## config.mk

```make
export PLATFORM = sky130hd
export DESIGN_NAME = shift_sequencer
export DESIGN_NICKNAME = d
export VERILOG_FILES = /design/src/rtl/shift_sequencer.sv
export SDC_FILE = /design/constraint.sdc
export NUM_CORES = 1
export LEC_CHECK = 0
export CORE_MARGIN = 1.5
export CORE_UTILIZATION = 35
export DETAILED_ROUTE_END_ITERATION = 8
export DONT_BUFFER_PORTS = 1
export GPL_ROUTABILITY_DRIVEN = 0
export SLEW_MARGIN = 20
export SYNTH_ARGS = -nofsm -noshare
export SYNTH_HDL_FRONTEND = slang
export SYNTH_SLANG_ARGS = --single-unit
```

## constraint.sdc

```tcl
create_clock -name clk_i -period 5.1 [get_ports clk_i]
set_clock_uncertainty 0.1 [all_clocks]
set_input_delay 1.02 -clock clk_i [delete_from_list [all_inputs] [get_ports clk_i]]
set_output_delay 1.02 -clock clk_i [all_outputs]
set_load 0.1 [all_outputs]
```

## src/rtl/shift_sequencer.sv

```systemverilog
// shift_sequencer: command-driven load/shift controller for a WIDTH-bit register.
// Optional rotate-right mode (10) is compiled only when SHIFT_ROTATE_EN is defined.
module shift_sequencer #(
    parameter int WIDTH = 8,
    parameter int AMT_W = 4
) (
    input  logic             clk_i,
    input  logic             rst_ni,
    input  logic             cmd_valid_i,
    output logic             cmd_ready_o,
    input  logic [WIDTH-1:0] cmd_data_i,
    input  logic [AMT_W-1:0] cmd_amt_i,
    input  logic [1:0]       cmd_mode_i,
    input  logic             abort_i,
    output logic             busy_o,
    output logic             shift_en_o,
    output logic [WIDTH-1:0] q_o,
    output logic [WIDTH-1:0] result_o,
    output logic             done_o
);

    typedef enum logic [1:0] {
        IDLE  = 2'd0,
        SHIFT = 2'd1,
        DONE  = 2'd2
    } state_t;

    localparam logic [AMT_W-1:0] ONE = AMT_W'(1);

    state_t           state_q, state_d;
    logic [WIDTH-1:0] q_q, q_d;
    logic [WIDTH-1:0] result_q, result_d;
    logic [AMT_W-1:0] count_q, count_d;
    logic [1:0]       mode_q, mode_d;
    logic [WIDTH-1:0] q_step;

    // One single-bit step of the register according to the latched mode
    always_comb begin
        q_step = q_q;
        unique case (mode_q)
            2'b00: q_step = {1'b0, q_q[WIDTH-1:1]};
            2'b01: q_step = {q_q[WIDTH-1], q_q[WIDTH-1:1]};
`ifdef SHIFT_ROTATE_EN
            2'b10: q_step = {q_q[0], q_q[WIDTH-1:1]};
`else
            2'b10: q_step = {1'b0, q_q[WIDTH-1:1]};
`endif
            2'b11: q_step = {q_q[WIDTH-2:0], 1'b0};
            default: q_step = q_q;
        endcase
    end

    // Next-state logic: accept, step, complete or abort
    always_comb begin
        state_d  = state_q;
        q_d      = q_q;
        result_d = result_q;
        count_d  = count_q;
        mode_d   = mode_q;
        unique case (state_q)
            IDLE: begin
                if (cmd_valid_i) begin
                    q_d     = cmd_data_i;
                    count_d = cmd_amt_i;
                    mode_d  = cmd_mode_i;
                    state_d = SHIFT;
                end
            end
            SHIFT: begin
                if (abort_i) begin
                    state_d = IDLE;
                end else if (count_q != '0) begin
                    q_d     = q_step;
                    count_d = count_q - ONE;
                end else begin
                    result_d = q_q;
                    state_d  = DONE;
                end
            end
            DONE: begin
                state_d = IDLE;
            end
            default: begin
                state_d = IDLE;
            end
        endcase
    end

    // State and datapath registers
    always_ff @(posedge clk_i or negedge rst_ni) begin
        if (!rst_ni) begin
            state_q  <= IDLE;
            q_q      <= '0;
            result_q <= '0;
            count_q  <= '0;
            mode_q   <= 2'b00;
        end else begin
            state_q  <= state_d;
            q_q      <= q_d;
            result_q <= result_d;
            count_q  <= count_d;
            mode_q   <= mode_d;
        end
    end

    assign cmd_ready_o = (state_q == IDLE);
    assign busy_o      = (state_q == SHIFT) || (state_q == DONE);
    assign done_o      = (state_q == DONE);
    assign shift_en_o  = (state_q == SHIFT) && (count_q != '0) && !abort_i;
    assign q_o         = q_q;
    assign result_o    = result_q;

endmodule

```

==> impl_metrics.json, run 1 <==
{
  "grt_max_degree": 33,
  "antennaDiodeCount": 0,
  "path_buf_inv": 1,
  "rr_endpoint": "q_o[7]",
  "cap_violations": 0,
  "fin_crit_sh_pct": 69.2,
  "cts_buffers": 3,
  "hp-class": "input pin to asynchronous set/reset pin",
  "grt_pass1_wl_um": 4350,
  "route.detailed.drc": 0,
  "ys_ff_latch": 24,
  "reg2reg_slack_ns": 1.93,
  "route.final.wire_length_um": 2670,
  "slew_headroom_pct": 24.1,
  "fin_ws_ns": 1.57,
  "slew_violations": 0,
  "crit_start": "state_q[1]",
  "core.rowCount": 22,
  "cts-resized-gates": 0,
  "crit_family": "simple AND/OR/NAND/NOR gates",
  "cpPeakStageDelay_ns": 0.89,
  "area_growth_pct": 8.03,
  "vias": 857,
  "pin_count": 38,
  "nNetsFinal": 139,
  "track_usage_pct": 13.6,
  "die_w_um": 64.2,
  "antenna_found_initial": 0,
  "crit_path_end_kind": "primary output",
  "synth_fp_nets": 139,
  "crit_path_start_kind": "register",
  "dieArea_sq_mm": 0.00412,
  "ant_nets": 0,
  "htreeDepth": 1,
  "post-place-ws_ns": 1.49,
  "final.setup.tns_ns": 0,
  "post-route-min-period_ns": 3.53,
  "cts-root-buf": "clkbuf_8",
  "grt_pass1_vias": 918,
  "critPathMaxFanout": 32,
  "initialDrtViolationCount": 27,
  "initial_utilization_pct": 36.0,
  "port_buffers": 0,
  "synth_cell_types": 33,
  "drive_above_1_share_pct": 15.5,
  "routed_via_density": 5.23,
  "grt_overflow": 0,
  "die_h_um": 64.2,
  "cts_buffer_depth": 2,
  "status": "completed",
  "tightest_slew_ns": 1.14,
  "critical_path.slowest_cell": "nor2_2",
  "clock_sinks": 24,
  "cts_setup_buffers": 0,
  "setup_viol": 0,
  "rr_startpoint": "state_q[0]",
  "crit_type": "register to primary output",
  "grt_setup_unrepaired": "no",
  "yosysWarnings": 0,
  "drt_first_pass_iters": 4,
  "fillers": 369,
  "critPathArrivalTime_ns": 2.41,
  "synth_cells": 117,
  "synth_area_sq_mm": 0.00131,
  "hold_viol": 0,
  "max_freq_ghz": 0.283,
  "routedWlPerCell_um": 16.3,
  "hold_buffers": 0,
  "avgSynthCellArea_sq_um": 11.2,
  "critPathRequiredTime_ns": 3.98,
  "hpwl_um": 1950,
  "clk_latency_ns": 0.27,
  "clk_pin_slew_worst_paths_ns": 0.09,
  "core-area_sq_mm": 0.00363,
  "cts_tree": "yes",
  "path_cells": "inv_1, ha_2, nand2b_1, nor2_2",
  "r2r_cells": 6,
  "seq_area_frac_synth_pct": 45.9
}
[cells in the mapped netlist]
| master | count | share of area, % |
|---|---|---|
| dfrtp_1 | 24 | 46 |
| nor2_1 | 10 | 2.9 |
| mux2_1 | 9 | 7.7 |
| a21oi_1 | 8 | 3.1 |
| mux2i_1 | 7 | 5.4 |
| inv_1 | 6 | 1.7 |
| nand2_1 | 6 | 1.7 |
| o21ai_0 | 5 | 1.9 |
| buf_2 | 4 | 1.5 |
| ha_1 | 4 | 3.8 |
| mux2_2 | 4 | 3.4 |
| mux2_4 | 4 | 4.6 |
| nand2b_1 | 3 | 1.4 |
| nor2b_1 | 2 | 0.96 |
| o211ai_1 | 2 | 1.1 |
| o21ai_2 | 2 | 1.3 |
| a2111oi_4 | 1 | 2.1 |
| a211oi_1 | 1 | 0.57 |
| a21oi_2 | 1 | 0.67 |
| a31oi_1 | 1 | 0.48 |
| and2_1 | 1 | 0.48 |
| and4_1 | 1 | 0.67 |
| and4bb_1 | 1 | 0.96 |
| buf_6 | 1 | 0.86 |
| nand3b_1 | 1 | 0.57 |
| nor3_1 | 1 | 0.38 |
| nor3b_1 | 1 | 0.57 |
| o21ai_1 | 1 | 0.38 |
| o21bai_1 | 1 | 0.57 |
| o22ai_1 | 1 | 0.48 |
| o311ai_0 | 1 | 0.67 |
| o31ai_1 | 1 | 0.57 |
| or3_1 | 1 | 0.48 |
[worst reg2reg max path, delay by kind of cell, from the launching register on]
kind	cells	cell delay (ns)
adder cells (fa/ha/maj)	1	0.89
flip-flops	1	0.39
AO/OA/AOI/OAI	2	1.02
AND/OR/NAND/NOR	1	0.21
buffers and inverters	1	0.11
multiplexers	1	0.35
[cell families (layout without fill, tap and decap cells)]
| kind of cell | count (synthesis) | in the layout | synth area share [%] |
|---|---|---|---|
| AOI/OAI and AO/OA | 26 | 26 | 14.0 |
| muxes | 24 | 24 | 21.1 |
| and+or+nand+nor | 28 | 28 | 11.1 |
| DFF | 24 | 24 | 45.9 |
| adders and majority gates | 4 | 4 | 3.82 |
| buffers and inverters | 11 | 10 | 4.11 |
[layout by cell type (no fill, tap or decap), drive strengths merged]
cell type,count
dfrtp,24
mux2,17
nor2,10
a21oi,9
o21ai,8
mux2i,7
inv,6
nand2,6
ha,4
nand2b,3
clkbuf,3
nor2b,2
o211ai,2
nor3b,1
and4bb,1
a2111oi,1
or3,1
o22ai,1
nor3,1
and4,1
a211oi,1
nand3b,1
a31oi,1
and2,1
o31ai,1
o311ai,1
o21bai,1
bufinv,1
[cell type report]
class                      count  area (sq um)  area share (%)
multi-input combinational     82           659            46.6
clock inverter                 1          30.0            2.12
clock buffer                   3          41.3            2.92
sequential                    24           601            42.5
inverter                       6          22.5            1.59
tap                           48          60.1            4.25
[stage by stage]
step	hold slack [ns]	cells	utilization (%)	area [sq um]
global route	0.308	164	38.9	1410
CTS	0.331	164	38.8	1410
finish	0.338	164	38.9	1410
global placement	0.372	160	36.9	1340
detailed placement	0.403	160	36.9	1340
floorplan	0.350	117	-	1310
[layer usage]
| metal | share of wire (%) | vias to the layer above | GRT usage [%] | wire [um] |
|---|---|---|---|---|
| met2 | 49 | 30 | 22.5 | 1300 |
| met3 | 9.1 | 2 | 5.28 | 244 |
| met4 | 0.71 | 0 | 4.79 | 19 |
| li1 | - | 412 | - | - |
| met1 | 41 | 413 | 16.1 | 1100 |
| met5 | 0 | - | 0 | 0 |
[state kept, by name (all words and copies together) (netlist names)]
register and count:
q_o 8, result_o 8, count_q 4, mode_q 2
state_q 2
[worst max-delay path by stage]
stage            endpoint  slack (ns)  cells after the start
2_1_floorplan  shift_en_o        1.51                      2
3_3_place_gp   shift_en_o        1.64                      4
3_5_place_dp   shift_en_o        1.49                      4
4_1_cts        shift_en_o        1.18                      4
5_1_grt        shift_en_o        1.44                      4
6_report       shift_en_o        1.57                      4
Power of run 1 is left out: the tool's default activity adds up to more than one toggle a clock period on the data nets, which glitch-free logic cannot reach.
==> inputs of run 2 (changes only) <==
==> constraint.sdc (replaced) <==
create_clock -name clk_i -period 3.3 [get_ports clk_i]
set_clock_uncertainty 0.1 [all_clocks]
set_input_delay 0.66 -clock clk_i [delete_from_list [all_inputs] [get_ports clk_i]]
set_output_delay 0.66 -clock clk_i [all_outputs]
set_load 0.1 [all_outputs]
==> run 2 against run 1 <==
Net effect: die area is the same; critical endpoint unchanged; setup slack lost 0.81 ns; final cell count grew 3.0%; design area grew 1.2%; via count grew 3.9%; largest cell class unchanged; sequential cell count is the same; register-to-register slack lost 1.1 ns.
==> impl_metrics.json, run 2 (synthesized netlist as in run 1, its figures left out) <==
{
  "cts-resized-gates": 0,
  "hpwl_um": 2080,
  "fin_crit_sh_pct": 77.1,
  "antenna_found_initial": 0,
  "hp-class": "input pin to asynchronous set/reset pin",
  "clock_sinks": 24,
  "area_growth_pct": 9.27,
  "die_w_um": 64.2,
  "slew_violations": 0,
  "post-route-min-period_ns": 2.54,
  "core-area_sq_mm": 0.00363,
  "grt_overflow": 0,
  "track_usage_pct": 14.3,
  "cap_violations": 0,
  "route.detailed.drc": 0,
  "antennaDiodeCount": 0,
  "r2r_cells": 7,
  "critPathArrivalTime_ns": 1.78,
  "reg2reg_slack_ns": 0.86,
  "layout_common_cells": "24 x dfrtp_1, 9 x nor2_1, 9 x mux2_1",
  "clk_pin_slew_worst_paths_ns": 0.08,
  "grt_pass1_vias": 898,
  "crit_path_start_kind": "register",
  "cts_buffers": 3,
  "routed_via_density": 5.27,
  "drive_above_1_share_pct": 18.2,
  "tightest_slew_ns": 0.994,
  "grt_setup_unrepaired": "no",
  "met3_usage_pct": 4.58,
  "layout_commonest_cell": "dfrtp_1",
  "status": "completed",
  "critPathRequiredTime_ns": 2.54,
  "final.setup.tns_ns": 0,
  "rr_endpoint": "q_o[7]",
  "grt_use_met2_pct": 22.9,
  "die_h_um": 64.2,
  "cts_buffer_depth": 2,
  "path_cells": "inv_1, ha_1, nand2b_1, nor2_2, buf_4",
  "crit_start": "state_q[1]",
  "core.rowCount": 22,
  "rr_startpoint": "state_q[1]",
  "dieArea_sq_mm": 0.00412,
  "crit_type": "register to primary output",
  "clk_latency_ns": 0.26,
  "cts_tree": "yes",
  "slew_headroom_pct": 33.7,
  "setup_viol": 0,
  "cts-root-buf": "clkbuf_8",
  "critPathMaxFanout": 15,
  "cpPeakStageDelay_ns": 0.43,
  "pin_count": 38,
  "initialDrtViolationCount": 23,
  "grt_pass1_wl_um": 4590,
  "vias": 890,
  "ant_nets": 0,
  "htreeDepth": 1,
  "initial_utilization_pct": 36.0,
  "grt_max_degree": 25,
  "top_usage_layer": "met2",
  "nNetsFinal": 144,
  "drt_first_pass_iters": 4,
  "port_buffers": 0,
  "hold_viol": 0,
  "max_freq_ghz": 0.393,
  "crit_end": "shift_en_o",
  "crit_path_end_kind": "primary output",
  "routedWlPerCell_um": 16.2,
  "use_met1_pct": 18.3,
  "route.final.wire_length_um": 2730,
  "critical_path.slowest_cell": "ha_1"
}
[run 2: cell count changes in the layout (fill, tap and decap cells not counted), sizes merged]
| cell | change |
|---|---|
| buf | +5 |
| bufinv | -1 |
| clkbuf | +1 |
[run 2: final cells by class]
cell class	count	area, sq um
clock buffer	4	55.1
fill	369	2200
timing repair buffer	5	35.0
inverter	6	22.5
tap	48	60.1
sequential	24	601
multi-input combinational	82	657
[run 2: worst min path at each step]
stage                           from         end  slack [ns]  cells past startpoint
after global placement        rst_ni  count_q[2]        0.27                      0
after detailed placement      rst_ni  count_q[2]        0.27                      0
after floorplan               rst_ni  count_q[0]        0.26                      0
final                         rst_ni  state_q[0]        0.26                      1
after global routing          rst_ni      q_o[7]        0.30                      1
after CTS                 count_q[0]  count_q[0]        0.39                      1
[run 2: through the flow]
step	hold slack, ns	setup slack (ns)	cell area, sq um	std cells	util, %
6_report	0.264	0.756	1430	169	39.4
5_1_grt	0.298	0.623	1430	169	39.4
4_1_cts	0.392	0.757	1440	169	39.5
3_5_place_dp	0.265	0.897	1370	164	37.7
3_3_place_gp	0.265	1.00	1370	164	37.7
2_1_floorplan	0.264	0.426	1310	117	-
[run 2: critical path: cells and delay by family (launching register included)]
kind | cells | cell delay [ns]
adder cells (fa/ha/maj) | 1 | 0.43
buffers and inverters | 2 | 0.39
flip-flops | 1 | 0.40
AND/OR/NAND/NOR | 2 | 0.29
[run 2: routing by layer]
layer / vias up / share of wire (%)
met1: 434 / 43
met2: 29 / 49
met4: 0 / 0.51
met5: - / 0
met3: 2 / 7.8
li1: 425 / -
[run 2: timing repair]
| action | CTS | global route |
|---|---|---|
| hold buffers | 1 | 0 |
| buffers inserted | 0 | 0 |
| endpoints found under the hold margin | 24 | 0 |
| endpoints found under the setup margin | 0 | 0 |
Power of run 2 is left out for the same reason.
==> inputs of run 3 (changes only) <==
==> constraint.sdc (replaced) <==
create_clock -name clk_i -period 2.4 [get_ports clk_i]
set_clock_uncertainty 0.1 [all_clocks]
set_input_delay 0.48 -clock clk_i [delete_from_list [all_inputs] [get_ports clk_i]]
set_output_delay 0.48 -clock clk_i [all_outputs]
set_load 0.1 [all_outputs]
==> run 3 against run 2 <==
Net effect: die area did not move; sequential cell count did not move; critical path depth unchanged; final cell count grew 4.1%; design area increased by 5.1%; first-iteration DRC count down 30%; non-clock buffer count increased by 7.
==> impl_metrics.json, run 3 (synthesized netlist as in run 1, its figures left out) <==
{
  "routedWlPerCell_um": 16.4,
  "dieArea_sq_mm": 0.00412,
  "critPathMaxFanout": 6,
  "drive_above_1_share_pct": 22.7,
  "routed_via_density": 5.32,
  "path_cells": "inv_1, ha_1, nand2b_1, nor2_2, buf_4",
  "area_growth_pct": 14.8,
  "hold_viol": 0,
  "fillers": 364,
  "holdPathStages": 1,
  "crit_path_end_kind": "primary output",
  "route.detailed.drc": 0,
  "antennaDiodeCount": 0,
  "post-route-min-period_ns": 2.21,
  "pin_count": 38,
  "cap_violations": 0,
  "grt_pass1_vias": 962,
  "fin_crit_sh_pct": 91.9,
  "tightest_slew_ns": 1.01,
  "core-area_sq_mm": 0.00363,
  "layout_commonest_cell": "dfrtp_1",
  "whs_ns": 0.264,
  "rr_endpoint": "q_o[7]",
  "grt_setup_unrepaired": "no",
  "grt_overflow": 0,
  "cts_buffers": 3,
  "cpPeakStageDelay_ns": 0.41,
  "crit_start": "state_q[1]",
  "reg2reg_slack_ns": 0.30,
  "setup_viol": 0,
  "grt_pass1_wl_um": 4660,
  "htreeDepth": 1,
  "cts_tree": "yes",
  "cts_buffer_depth": 2,
  "nNetsFinal": 151,
  "grt_max_degree": 25,
  "multiInputGateArea_sq_um": 659,
  "clk_latency_ns": 0.26,
  "slew_headroom_pct": 32.7,
  "r2r_cells": 7,
  "placed_area_sq_mm": 0.00142,
  "status": "completed",
  "vias": 936,
  "antenna_found_initial": 0,
  "ant_nets": 0,
  "rr_startpoint": "state_q[1]",
  "initialDrtViolationCount": 16,
  "max_freq_ghz": 0.453,
  "hp-class": "input pin to register",
  "die_h_um": 64.2,
  "slew_violations": 0,
  "die_w_um": 64.2,
  "hpwl_um": 2230,
  "track_usage_pct": 14.7,
  "core.rowCount": 22,
  "crit_end": "shift_en_o",
  "final_cell_area_sq_mm": 0.00150,
  "crit_type": "register to primary output",
  "final.setup.tns_ns": 0,
  "layout_common_cells": "24 x dfrtp_1, 10 x buf_4, 9 x nor2_1, 9 x mux2_1, 8 x a21oi_1",
  "cts-root-buf": "clkbuf_8",
  "ff_latch_area_sq_um": 601,
  "crit_path_start_kind": "register",
  "port_buffers": 0,
  "initial_utilization_pct": 36.0,
  "clock_sinks": 24,
  "route.final.wire_length_um": 2880,
  "critPathArrivalTime_ns": 1.63,
  "clk_pin_slew_worst_paths_ns": 0.09,
  "critical_path.slowest_cell": "dfrtp_1",
  "drt_first_pass_iters": 4,
  "critPathRequiredTime_ns": 1.82
}
[run 3: per-stage QoR]
stage,worst slack (ns),utilization [%],instances
5_1_grt,0.121,41.4,176
3_5_place_dp,0.305,39.0,170
2_1_floorplan,0.119,-,117
3_3_place_gp,0.379,39.0,170
6_report,0.194,41.4,176
4_1_cts,0.209,41.4,176
[run 3: cell type report]
| class | count | area share [%] |
|---|---|---|
| inverters | 6 | 1.50 |
| clock buffers | 4 | 3.66 |
| well taps | 48 | 4.00 |
| flip-flops and latches | 24 | 40.0 |
| multi-input cells | 82 | 43.9 |
| repair buffers | 12 | 6.99 |
[run 3: worst min path at each step]
stage / from / end
2_1_floorplan: rst_ni / count_q[0]
3_3_place_gp: rst_ni / count_q[2]
3_5_place_dp: rst_ni / state_q[0]
4_1_cts: cmd_mode_i[0] / mode_q[0]
5_1_grt: cmd_mode_i[0] / mode_q[0]
6_report: cmd_mode_i[0] / mode_q[0]
[run 3: layer usage]
layer  track usage (%)  vias to the layer above  routed length (um)  part of all wire, %
met4              2.39                        0                  13                 0.45
li1                  -                      438                   -                    -
met2              25.9                       42                1450                   50
met5                 0                        -                   0                    0
met1              17.7                      454                1180                   41
met3              4.75                        2                 236                  8.2
[run 3: timing repair]
item / CTS / global route
gates resized for setup: 0 / 0
endpoints found under the hold margin: 24 / 0
hold buffers: 2 / 0
buffers inserted: 0 / 0
[run 3: critical path: cells and delay by family, from the launching register on]
family / cells / cell delay (ns)
fa+ha+maj: 1 / 0.30
flops: 1 / 0.41
simple gates: 2 / 0.25
buf+inv: 2 / 0.39
Power of run 3 is left out for the same reason.
